<file path="config.mk">
export PLATFORM = sky130hd
export DESIGN_NAME = run_dec
export DESIGN_NICKNAME = d
export VERILOG_FILES = /design/src/rtl/run_pkg.sv /design/src/rtl/run_j_rom.sv /design/src/rtl/run_dec.sv
export SDC_FILE = /design/constraint.sdc
export NUM_CORES = 1
export LEC_CHECK = 0
export CORE_ASPECT_RATIO = 0.75
export CORE_UTILIZATION = 31
export CTS_BUF_LIST = sky130_fd_sc_hd__clkbuf_2 sky130_fd_sc_hd__clkbuf_4 sky130_fd_sc_hd__clkbuf_8
export DETAILED_ROUTE_END_ITERATION = 10
export PLACE_DENSITY_LB_ADDON = 0.1
export SYNTH_ARGS = -nofsm -noshare
export SYNTH_HDL_FRONTEND = slang
export SYNTH_SLANG_ARGS = --single-unit
</file>
<file path="constraint.sdc">
create_clock -name clk -period 4.6 [get_ports clk]
set_clock_uncertainty 0.05 [all_clocks]
set_input_delay 0.69 -clock clk [delete_from_list [all_inputs] [get_ports clk]]
set_output_delay 0.69 -clock clk [all_outputs]
set_load 0.05 [all_outputs]
</file>
<file path="src/rtl/run_pkg.sv">
// Shared types and constants for the JPEG-LS run-mode coder (decoder and encoder side).
package run_pkg;

    typedef enum logic [1:0] {IDLE, UNARY, REM, DONE} state_t;

    localparam int IDX_W = 5;
    localparam int J_W   = 4;

    localparam logic [J_W-1:0] J_TABLE [32] = '{
        4'd0,  4'd0,  4'd0,  4'd0,  4'd1,  4'd1,  4'd1,  4'd1,
        4'd2,  4'd2,  4'd2,  4'd2,  4'd3,  4'd3,  4'd3,  4'd3,
        4'd4,  4'd4,  4'd5,  4'd5,  4'd6,  4'd6,  4'd7,  4'd7,
        4'd8,  4'd9,  4'd10, 4'd11, 4'd12, 4'd13, 4'd14, 4'd15
    };

    // Run granule 2^J[idx]; J tops out at 15 so 16 bits always suffice.
    function automatic logic [15:0] rg_of(input logic [IDX_W-1:0] idx);
        return 16'(1) << J_TABLE[idx];
    endfunction

endpackage

</file>
<file path="src/rtl/run_j_rom.sv">
// Combinational RUNindex -> J lookup, shared by the run encoder and decoder.
module run_j_rom
    import run_pkg::*;
(
    input  logic [IDX_W-1:0] idx,
    output logic [J_W-1:0]   j
);

    assign j = J_TABLE[idx];

endmodule

</file>
<file path="src/rtl/run_dec.sv">
// JPEG-LS run-mode decoder: rebuilds run length from the serial run code, tracks RUNindex.
// Optional remainder-overflow check enabled by defining RUN_DEC_ERR_CHK_EN.
module run_dec
    import run_pkg::*;
#(
    parameter int RUN_W   = 10,
    parameter int IDX_MAX = 31
) (
    input  logic             clk,
    input  logic             reset,
    input  logic             clear,
    input  logic             start,
    output logic             start_ready,
    input  logic [RUN_W-1:0] remaining,
    input  logic             bit_in,
    input  logic             bit_valid,
    output logic             bit_ready,
    output logic             run_valid,
    input  logic             run_ready,
    output logic [RUN_W-1:0] run_len,
    output logic             run_intr,
    output logic [3:0]       j_out,
    output logic [4:0]       run_index,
    output logic             err
);

    // Common width for comparing 16-bit granules/remainders against RUN_W counts.
    localparam int CW = (RUN_W > 16) ? RUN_W : 16;

    state_t           state_q, state_nxt;
    logic [IDX_W-1:0] idx_q, idx_nxt;
    logic [RUN_W-1:0] acc_q, acc_nxt;
    logic [RUN_W-1:0] left_q, left_nxt;
    logic [14:0]      rem_q, rem_nxt;
    logic [J_W-1:0]   bitcnt_q, bitcnt_nxt;
    logic [J_W-1:0]   j_q, j_nxt;
    logic             intr_q, intr_nxt;
`ifdef RUN_DEC_ERR_CHK_EN
    logic             err_q, err_nxt;
`endif

    logic [J_W-1:0]   j_cur;
    logic [15:0]      rg;
    logic [15:0]      rem_shift;
    logic [IDX_W-1:0] idx_inc, idx_dec;
    logic             take;

    run_j_rom u_j_rom (
        .idx (idx_q),
        .j   (j_cur)
    );

    assign rg        = rg_of(idx_q);
    assign rem_shift = {rem_q, bit_in};
    assign idx_inc   = (idx_q >= IDX_W'(IDX_MAX)) ? idx_q : idx_q + 1'b1;
    assign idx_dec   = (idx_q != '0) ? idx_q - 1'b1 : idx_q;
    assign take      = bit_valid & bit_ready;

    always_ff @(posedge clk or negedge reset) begin
        if (!reset) begin
            state_q  <= IDLE;
            idx_q    <= '0;
            acc_q    <= '0;
            left_q   <= '0;
            rem_q    <= '0;
            bitcnt_q <= '0;
            j_q      <= '0;
            intr_q   <= 1'b0;
`ifdef RUN_DEC_ERR_CHK_EN
            err_q    <= 1'b0;
`endif
        end else begin
            state_q  <= state_nxt;
            idx_q    <= idx_nxt;
            acc_q    <= acc_nxt;
            left_q   <= left_nxt;
            rem_q    <= rem_nxt;
            bitcnt_q <= bitcnt_nxt;
            j_q      <= j_nxt;
            intr_q   <= intr_nxt;
`ifdef RUN_DEC_ERR_CHK_EN
            err_q    <= err_nxt;
`endif
        end
    end

    always_comb begin
        state_nxt  = state_q;
        idx_nxt    = idx_q;
        acc_nxt    = acc_q;
        left_nxt   = left_q;
        rem_nxt    = rem_q;
        bitcnt_nxt = bitcnt_q;
        j_nxt      = j_q;
        intr_nxt   = intr_q;
`ifdef RUN_DEC_ERR_CHK_EN
        err_nxt    = err_q;
`endif
        if (clear) begin
            state_nxt = IDLE;
            idx_nxt   = '0;
`ifdef RUN_DEC_ERR_CHK_EN
            err_nxt   = 1'b0;
`endif
        end else begin
            case (state_q)
                IDLE: begin
                    if (start) begin
                        acc_nxt   = '0;
                        left_nxt  = remaining;
                        intr_nxt  = 1'b0;
                        j_nxt     = '0;
                        state_nxt = (remaining == '0) ? DONE : UNARY;
                    end
                end
                UNARY: begin
                    if (take) begin
                        if (bit_in) begin
                            if (CW'(rg) <= CW'(left_q)) begin
                                acc_nxt  = acc_q + RUN_W'(rg);
                                left_nxt = left_q - RUN_W'(rg);
                                idx_nxt  = idx_inc;
                                if (left_q == RUN_W'(rg))
                                    state_nxt = DONE;
                            end else begin
                                // Partial granule: the run reaches end-of-line.
                                acc_nxt   = acc_q + left_q;
                                left_nxt  = '0;
                                state_nxt = DONE;
                            end
                        end else begin
                            j_nxt = j_cur;
                            if (j_cur == '0) begin
                                intr_nxt  = 1'b1;
                                idx_nxt   = idx_dec;
                                state_nxt = DONE;
                            end else begin
                                bitcnt_nxt = j_cur;
                                rem_nxt    = '0;
                                state_nxt  = REM;
                            end
                        end
                    end
                end
                REM: begin
                    if (take) begin
                        rem_nxt    = rem_shift[14:0];
                        bitcnt_nxt = bitcnt_q - 1'b1;
                        if (bitcnt_q == J_W'(1)) begin
                            intr_nxt  = 1'b1;
                            idx_nxt   = idx_dec;
                            state_nxt = DONE;
`ifdef RUN_DEC_ERR_CHK_EN
                            if (CW'(rem_shift) >= CW'(left_q)) begin
                                err_nxt = 1'b1;
                                acc_nxt = acc_q + left_q - 1'b1;
                            end else begin
                                acc_nxt = acc_q + RUN_W'(rem_shift);
                            end
`else
                            acc_nxt = acc_q + RUN_W'(rem_shift);
`endif
                        end
                    end
                end
                DONE: begin
                    if (run_ready) begin
                        state_nxt = IDLE;
`ifdef RUN_DEC_ERR_CHK_EN
                        err_nxt   = 1'b0;
`endif
                    end
                end
                default: state_nxt = IDLE;
            endcase
        end
    end

    always_comb begin
        start_ready = (state_q == IDLE);
        bit_ready   = ((state_q == UNARY) || (state_q == REM)) && !clear;
        run_valid   = (state_q == DONE);
        run_len     = (state_q == DONE) ? acc_q : '0;
        run_intr    = (state_q == DONE) && intr_q;
        j_out       = ((state_q == DONE) && intr_q) ? j_q : '0;
        run_index   = idx_q;
`ifdef RUN_DEC_ERR_CHK_EN
        err         = err_q;
`else
        err         = 1'b0;
`endif
    end

endmodule

</file>
* Yosys cells after proc, flatten, opt, wreduce, memory -nomap -nowiden
Memories as Yosys holds them, arrays and structs flattened. Cells that the tools add are included.
Cells by class: shift operators 1, multiplexer cells 59, equality and inequality tests 22, magnitude comparators 3, reduce and logical (&&, ||, !) cells 19, bitwise gates (word level) 3, add/sub/neg operators 7
Operator list (count):
- 10-bit two-way mux | 11
- 5-bit two-way mux | 9
- 4-bit two-way mux | 10
- 9-bit two-way mux | 4
- 10-bit adder | 3
- 10-bit case mux with 3 select lines | 1
- 2-bit two-way mux | 10
- 10-bit case mux with 2 select lines | 1
- 9-bit case mux with 2 select lines | 1
- 16-bit by 10-bit less-or-equal comparator with 1-bit output | 1
- 2-bit inequality test, second input constant | 8
- 4-bit case mux with 2 select lines | 2
- 1-bit by 4-bit << shifter with 16-bit output, first input constant | 1
- 7-bit AND reduction | 2
- 3-bit inequality test, second input constant | 4
- 4-bit inequality test, second input constant | 3
- 6-bit AND reduction | 2
- 10-bit == test | 1
- 10-bit zero test | 1
- 5-bit case mux with 2 select lines | 1
- 5-bit AND reduction | 2
- 10-bit subtractor | 1
- 2-bit case mux with 4 select lines | 1
- 8-bit AND reduction | 1
- other kinds (23) | 33
Storage, ports and cells: word-level logic and storage cells 123, memories 1, bits in read-only memories 128, input port bits 17, output and inout bits 24, register bits after elaboration 45
Memories:
- (no name shown) | depth 32, width 4, read ports 1, clocked after memory_dff 0, wr ports 0, RTL line run_j_rom.sv:9 | assign j = J_TABLE[idx];

* Depth between registers and ports, before layout
depth in word-level cells 12, depth in mapped cells 23

* Hierarchy
From an unflattened synthesis, not the netlist that was laid out.
Second synthesis, totals: cells, all modules 496, area total of the unflattened synthesis 3868.7 µm²
By module, submodules not included:
- run_dec | sequential area each 1126.1 µm², area an instance 3816.2 µm², cells each 487, instances 1
- run_j_rom | sequential area each 0.0 µm², area an instance 52.6 µm², cells each 9, instances 1

* Least setup slack after synthesis
Ideal clock, no wire load.
path kind register -> register, from register idx_q[4], in the netlist run_index[4], to register acc_q[8], arrival time 4.701 ns, data required time 4.455 ns, cell stages (with the launch flop) 23, path slack -0.247 ns, library setup time 0.095 ns, path through dfrtp_1 -> clkbuf_1 -> nor2b_1 -> nand2_1 -> nor2_1 -> ha_1 -> nand4_1 -> o32ai_2 -> and2_1 -> a21oi_1 -> buf_2 -> buf_4 -> a21oi_1 -> o21ai_1 -> ha_1 -> fa_1 -> a21o_1 -> a21oi_1 -> nor2b_1 -> o21a_1 -> o41a_1 -> xnor2_1 -> o31ai_1
Between the ends: cells in the longest elaborated chain, start to end 10
RTL lines:
- start, declared | RTL line run_dec.sv:31 | logic [IDX_W-1:0] idx_q, idx_nxt;
- start signal, assigned | RTL line run_dec.sv:74 | idx_q <= idx_nxt;
- 5-bit inverter with 6-bit output (implied by the code) (*) | RTL line run_pkg.sv:18 | return 16'(1) << J_TABLE[idx];
- memory 32 x 4 bit (*)
- 4-bit two-way mux (*) (2 in series)
- 1-bit by 4-bit << shifter with 16-bit output (*) | RTL line run_pkg.sv:18
- 16-bit by 10-bit less-or-equal comparator with 1-bit output / 10-bit adder (equally long branches) | RTL line run_dec.sv:119, run_dec.sv:120
- 10-bit two-way mux (*) | RTL line run_dec.sv:119 | if (CW'(rg) <= CW'(left_q)) begin
- 10-bit two-way mux (*) | RTL line run_dec.sv:118 | if (bit_in) begin
- 10-bit two-way mux (*) | RTL line run_dec.sv:117 | if (take) begin
- 10-bit case mux with 3 select lines (*) | RTL line run_dec.sv:106 | case (state_q)
- end signal, assigned | RTL line run_dec.sv:75 | acc_q <= acc_nxt;
- end, declared | RTL line run_dec.sv:32 | logic [RUN_W-1:0] acc_q, acc_nxt;
Every way passes the cells marked *; elsewhere a longest branch is shown, timed or not. The select of a mux whose other input is x is not followed. A chain may end at the register's enable or synchronous reset.

* Final worst setup path
from register idx_q[2], in the netlist run_index[2], to register acc_q[8]
Same word-level chain as after synthesis.

==> flow_metrics.py <==
metrics = {
    "grt": {
        "grt_max_degree": 46,
        "grt_pass1_wl_mm": 18.2,
        "antenna_found_initial": 0,
        "grt_pass1_vias": 3458,
        "grt_overflow": 0,
        "grt_use_total_pct": 17.8,
    },
    "worst_setup_path": {
        "critical_path.slowest_cell": "dfrtp_2",
        "startpoint_type": "flip-flop",
        "r2r-start": "run_index[2]$_DFFE_PN0P_",
        "endpoint_kind": "flip-flop",
        "required_ns": 4.77,
        "arrival_ns": 4.50,
        "crit_buf_inv": 1,
        "crit_chain": "or3b_4 > ha_1 > buf_4 > o21a_1 > o31ai_4 > a21oi_4 > a21oi_1 > o21ai_1 > ha_1 > fa_1 > a21o_1 > a21oi_1 > nor2b_1 > o21a_1 > o41a_1 > xnor2_1 > o31ai_1",
        "crit_family": "compound AO/OA/AOI/OAI gates",
        "critical_path_class": "flip-flop to flip-flop",
        "setup.worst_path.start": "run_index[2]$_DFFE_PN0P_",
        "cp_max_fo": 11,
        "slowest_delay_ns": 0.48,
    },
    "synth": {
        "synth-seq-cells": 45,
        "synthArstFlopShare_pct": 100,
        "yosysWarnings": 0,
        "synth_top_flop_cell": "dfrtp_1",
        "synthesis.area_mm2": 0.00388,
        "synth_top_area_share_pct": 29.0,
        "synthTopCellsByArea": "dfrtp_1, ha_1, nand2_1",
        "synthCells": 493,
        "synth_top_area_cell": "dfrtp_1",
        "yosys.cell_types.count": 59,
        "syn_area_per_cell_um2": 7.87,
        "synth_edf_count": 0,
        "seq_area_frac_synth_pct": 29.0,
        "syn_nets": 549,
    },
    "sta": {
        "finalHoldViolCount": 0,
        "slew_viol_final": 0,
        "period_needed_ns": 4.33,
        "tns_ns": 0,
        "slew_headroom_pct": 39.7,
        "setup_viol": 0,
        "worst_pin_slew_ns": 0.900,
        "max_clock_freq_ghz": 0.231,
        "fin_crit_sh_pct": 94.2,
    },
    "floorplan": {
        "start_util_pct": 32.7,
        "die_w_um": 131,
        "die-area_mm2": 0.0130,
        "die_y_um": 98.9,
        "fp-row-count": 34,
        "pin_count": 41,
        "core_area_mm2": 0.0119,
    },
    "clock_network": {
        "cts_made_buffers": 5,
        "cts_tree": "built",
        "clock_latency_ns": 0.31,
        "clock_path_buffers": 2,
        "clk_pin_slew_ns": 0.09,
        "ctsRootBufferMaster": "clkbuf_8",
        "cts_hold_buf": 0,
        "h-tree-depth": 2,
        "clock-sinks": 45,
    },
    "pwr": {
        "p_total_w": 0.00224,
        "leakagePower_nw": 2.08,
        "ir_worst_vdd_uv": 358,
        "cellPowerDensity_mw_per_mm2": 479,
    },
    "worst_hold_path": {
        "hold_class": "primary input to async pin",
    },
    "final_layout": {
        "area_growth_pct": 20.5,
        "diodes": 0,
        "drive_above_1_share_pct": 10.5,
        "final.fill_count": 1222,
        "final_util_pct": 39.4,
        "nets": 589,
    },
    "placed_design": {
        "portBuffers": 39,
        "dp_hpwl_mm": 8.64,
        "place.gp.congestion": 0.842,
    },
    "routing": {
        "drtIter0Drc": 177,
        "finalWirelength_mm": 11.1,
        "drc": 0,
        "viasPerCell": 5.01,
        "num_vias": 3479,
        "dr.pass1.iters": 5,
        "ant_nets": 0,
        "wl_per_cell_um": 16.0,
    },
    "job": {
        "maxCapViolations": 0,
    },
    "run_status": {
        "status": "finished, final reports clean",
    },
}
-- worst paths after layout --
| kind | cells past startpoint | to | slack (ns) |
|---|---|---|---|
| max in group asynchronous | 2 | run_index[4]$_DFFE_PN0P_ | 3.64 |
| hold / removal | 2 | left_q[6]$_DFFE_PN0P_ | 0.41 |
| min in group clk | 2 | rem_q[0]$_DFFE_PN0P_ | 0.44 |
| setup reg to reg | 17 | acc_q[8]$_DFFE_PN0P_ | 0.27 |
| setup / recovery | 17 | acc_q[8]$_DFFE_PN0P_ | 0.27 |
| hold reg to reg | 2 | rem_q[0]$_DFFE_PN0P_ | 0.44 |
-- worst reg2reg max path, stage by stage (launching register included) --
cell and delay (ns):
dfrtp_2 0.48, or3b_4 0.44, ha_1 0.30, buf_4 0.16, o21a_1 0.13, o31ai_4 0.36, a21oi_4 0.13, a21oi_1 0.16
o21ai_1 0.08, ha_1 0.23, fa_1 0.41, a21o_1 0.20, a21oi_1 0.16, nor2b_1 0.08, o21a_1 0.20, o41a_1 0.32
xnor2_1 0.13, o31ai_1 0.20
-- cell families after synthesis --
family                     after synthesis  share of synthesized area [%]
buffers and inverters                   57                           6.19
xor gates and xnor gates                15                           3.39
and+or+nand+nor                        187                           23.7
other                                    1                         0.0967
muxes                                    3                          0.806
adders and majority gates               39                           13.0
DFF                                     45                           29.0
AOI/OAI and AO/OA                      146                           23.8
-- cell type report --
class                           instances  area, µm²  area share [%]
Sequential cell                        45       1130            24.2
Clock inverter                          2       35.0           0.750
Inverter                               32        120            2.57
Clock buffer                            5       68.8            1.47
Multi-Input combinational cell        391       2590            55.4
Timing Repair Buffer                   58        528            11.3
Tap cell                              162        203            4.34
-- sequential cells by signal (all words and copies together) (netlist names) --
register and cells:
acc_q 10, left_q 10, rem_q 9, run_index 5, bitcnt_q 4, j_q 4, state_q 2, intr_q 1
-- per-layer routing --
| metal | vias to the layer above | wire length, µm | GRT usage (%) |
|---|---|---|---|
| met4 | 0 | 71 | 3.62 |
| li1 | 1793 | - | - |
| met5 | - | 0 | 0 |
| met3 | 8 | 411 | 2.73 |
| met1 | 1612 | 6140 | 27.1 |
| met2 | 66 | 4500 | 26.2 |
-- Yosys cell counts (2+ instances only) --
cell type	n
a21oi_1	42
clkbuf_1	18
o21a_1	7
nor4_1	3
a311oi_1	2
fa_1	2
or3_1	3
a211oi_1	5
o211ai_1	5
inv_1	32
buf_2	3
o21ai_1	3
buf_6	2
nand2b_1	6
nor3_1	8
xor2_1	5
a31o_2	2
xnor2_1	10
a221oi_1	2
o21ai_0	40
nand3b_1	4
mux2i_1	2
buf_4	2
nand4_1	6
o211a_1	2
nand3_1	7
nand2_1	61
nor2_1	44
and2_1	15
nor2b_1	14
a31oi_1	9
a21o_1	9
and3_1	7
o31ai_1	6
dfrtp_1	45
ha_1	37
-- cells in the final DEF (no fill, tap or decap), types with 7 or more instances in the layout --
| cell type | netlist | layout |
|---|---|---|
| clkdlybuf4s50_1 | 0 | 38 |
| a21o_1 | 9 | 9 |
| a21oi_1 | 42 | 41 |
| inv_1 | 32 | 32 |
| nand2_1 | 61 | 61 |
| nor2_1 | 44 | 41 |
| o21ai_0 | 40 | 40 |
| nor3_1 | 8 | 7 |
| dfrtp_1 | 45 | 41 |
| nand3_1 | 7 | 7 |
| xnor2_1 | 10 | 10 |
| ha_1 | 37 | 35 |
| and2_1 | 15 | 14 |
| a31oi_1 | 9 | 9 |
| nor2b_1 | 14 | 13 |
| buf_4 | 2 | 19 |
| o21a_1 | 7 | 7 |
-- power by group --
group	switching [W]	leakage (nW)	internal [W]	total [W]
clock	0.000148	0.0540	0.000158	0.000307
combinational	0.000804	1.45	0.000518	0.00132
sequential	0.000116	0.578	0.000496	0.000611
-- through the flow --
stage	hold WS (ns)	setup WS [ns]	instance area, µm²	std cells
CTS	0.445	0.0333	4600	693
detailed placement	0.423	0.0628	4490	686
global route	0.478	-0.0169	4670	695
floorplan	0.344	0.00186	3900	493
finish	0.406	0.269	4670	695
global placement	0.412	0.120	4490	686
-- timing repair --
| item | 4_1_cts | 5_1_grt |
|---|---|---|
| endpoints found under the setup margin | 0 | 3 |
| gates resized for setup | 0 | 13 |
| setup buffers | 0 | 2 |
| endpoints found under the hold margin | 0 | 0 |
Note: power is estimated with default switching activity, not from simulation.
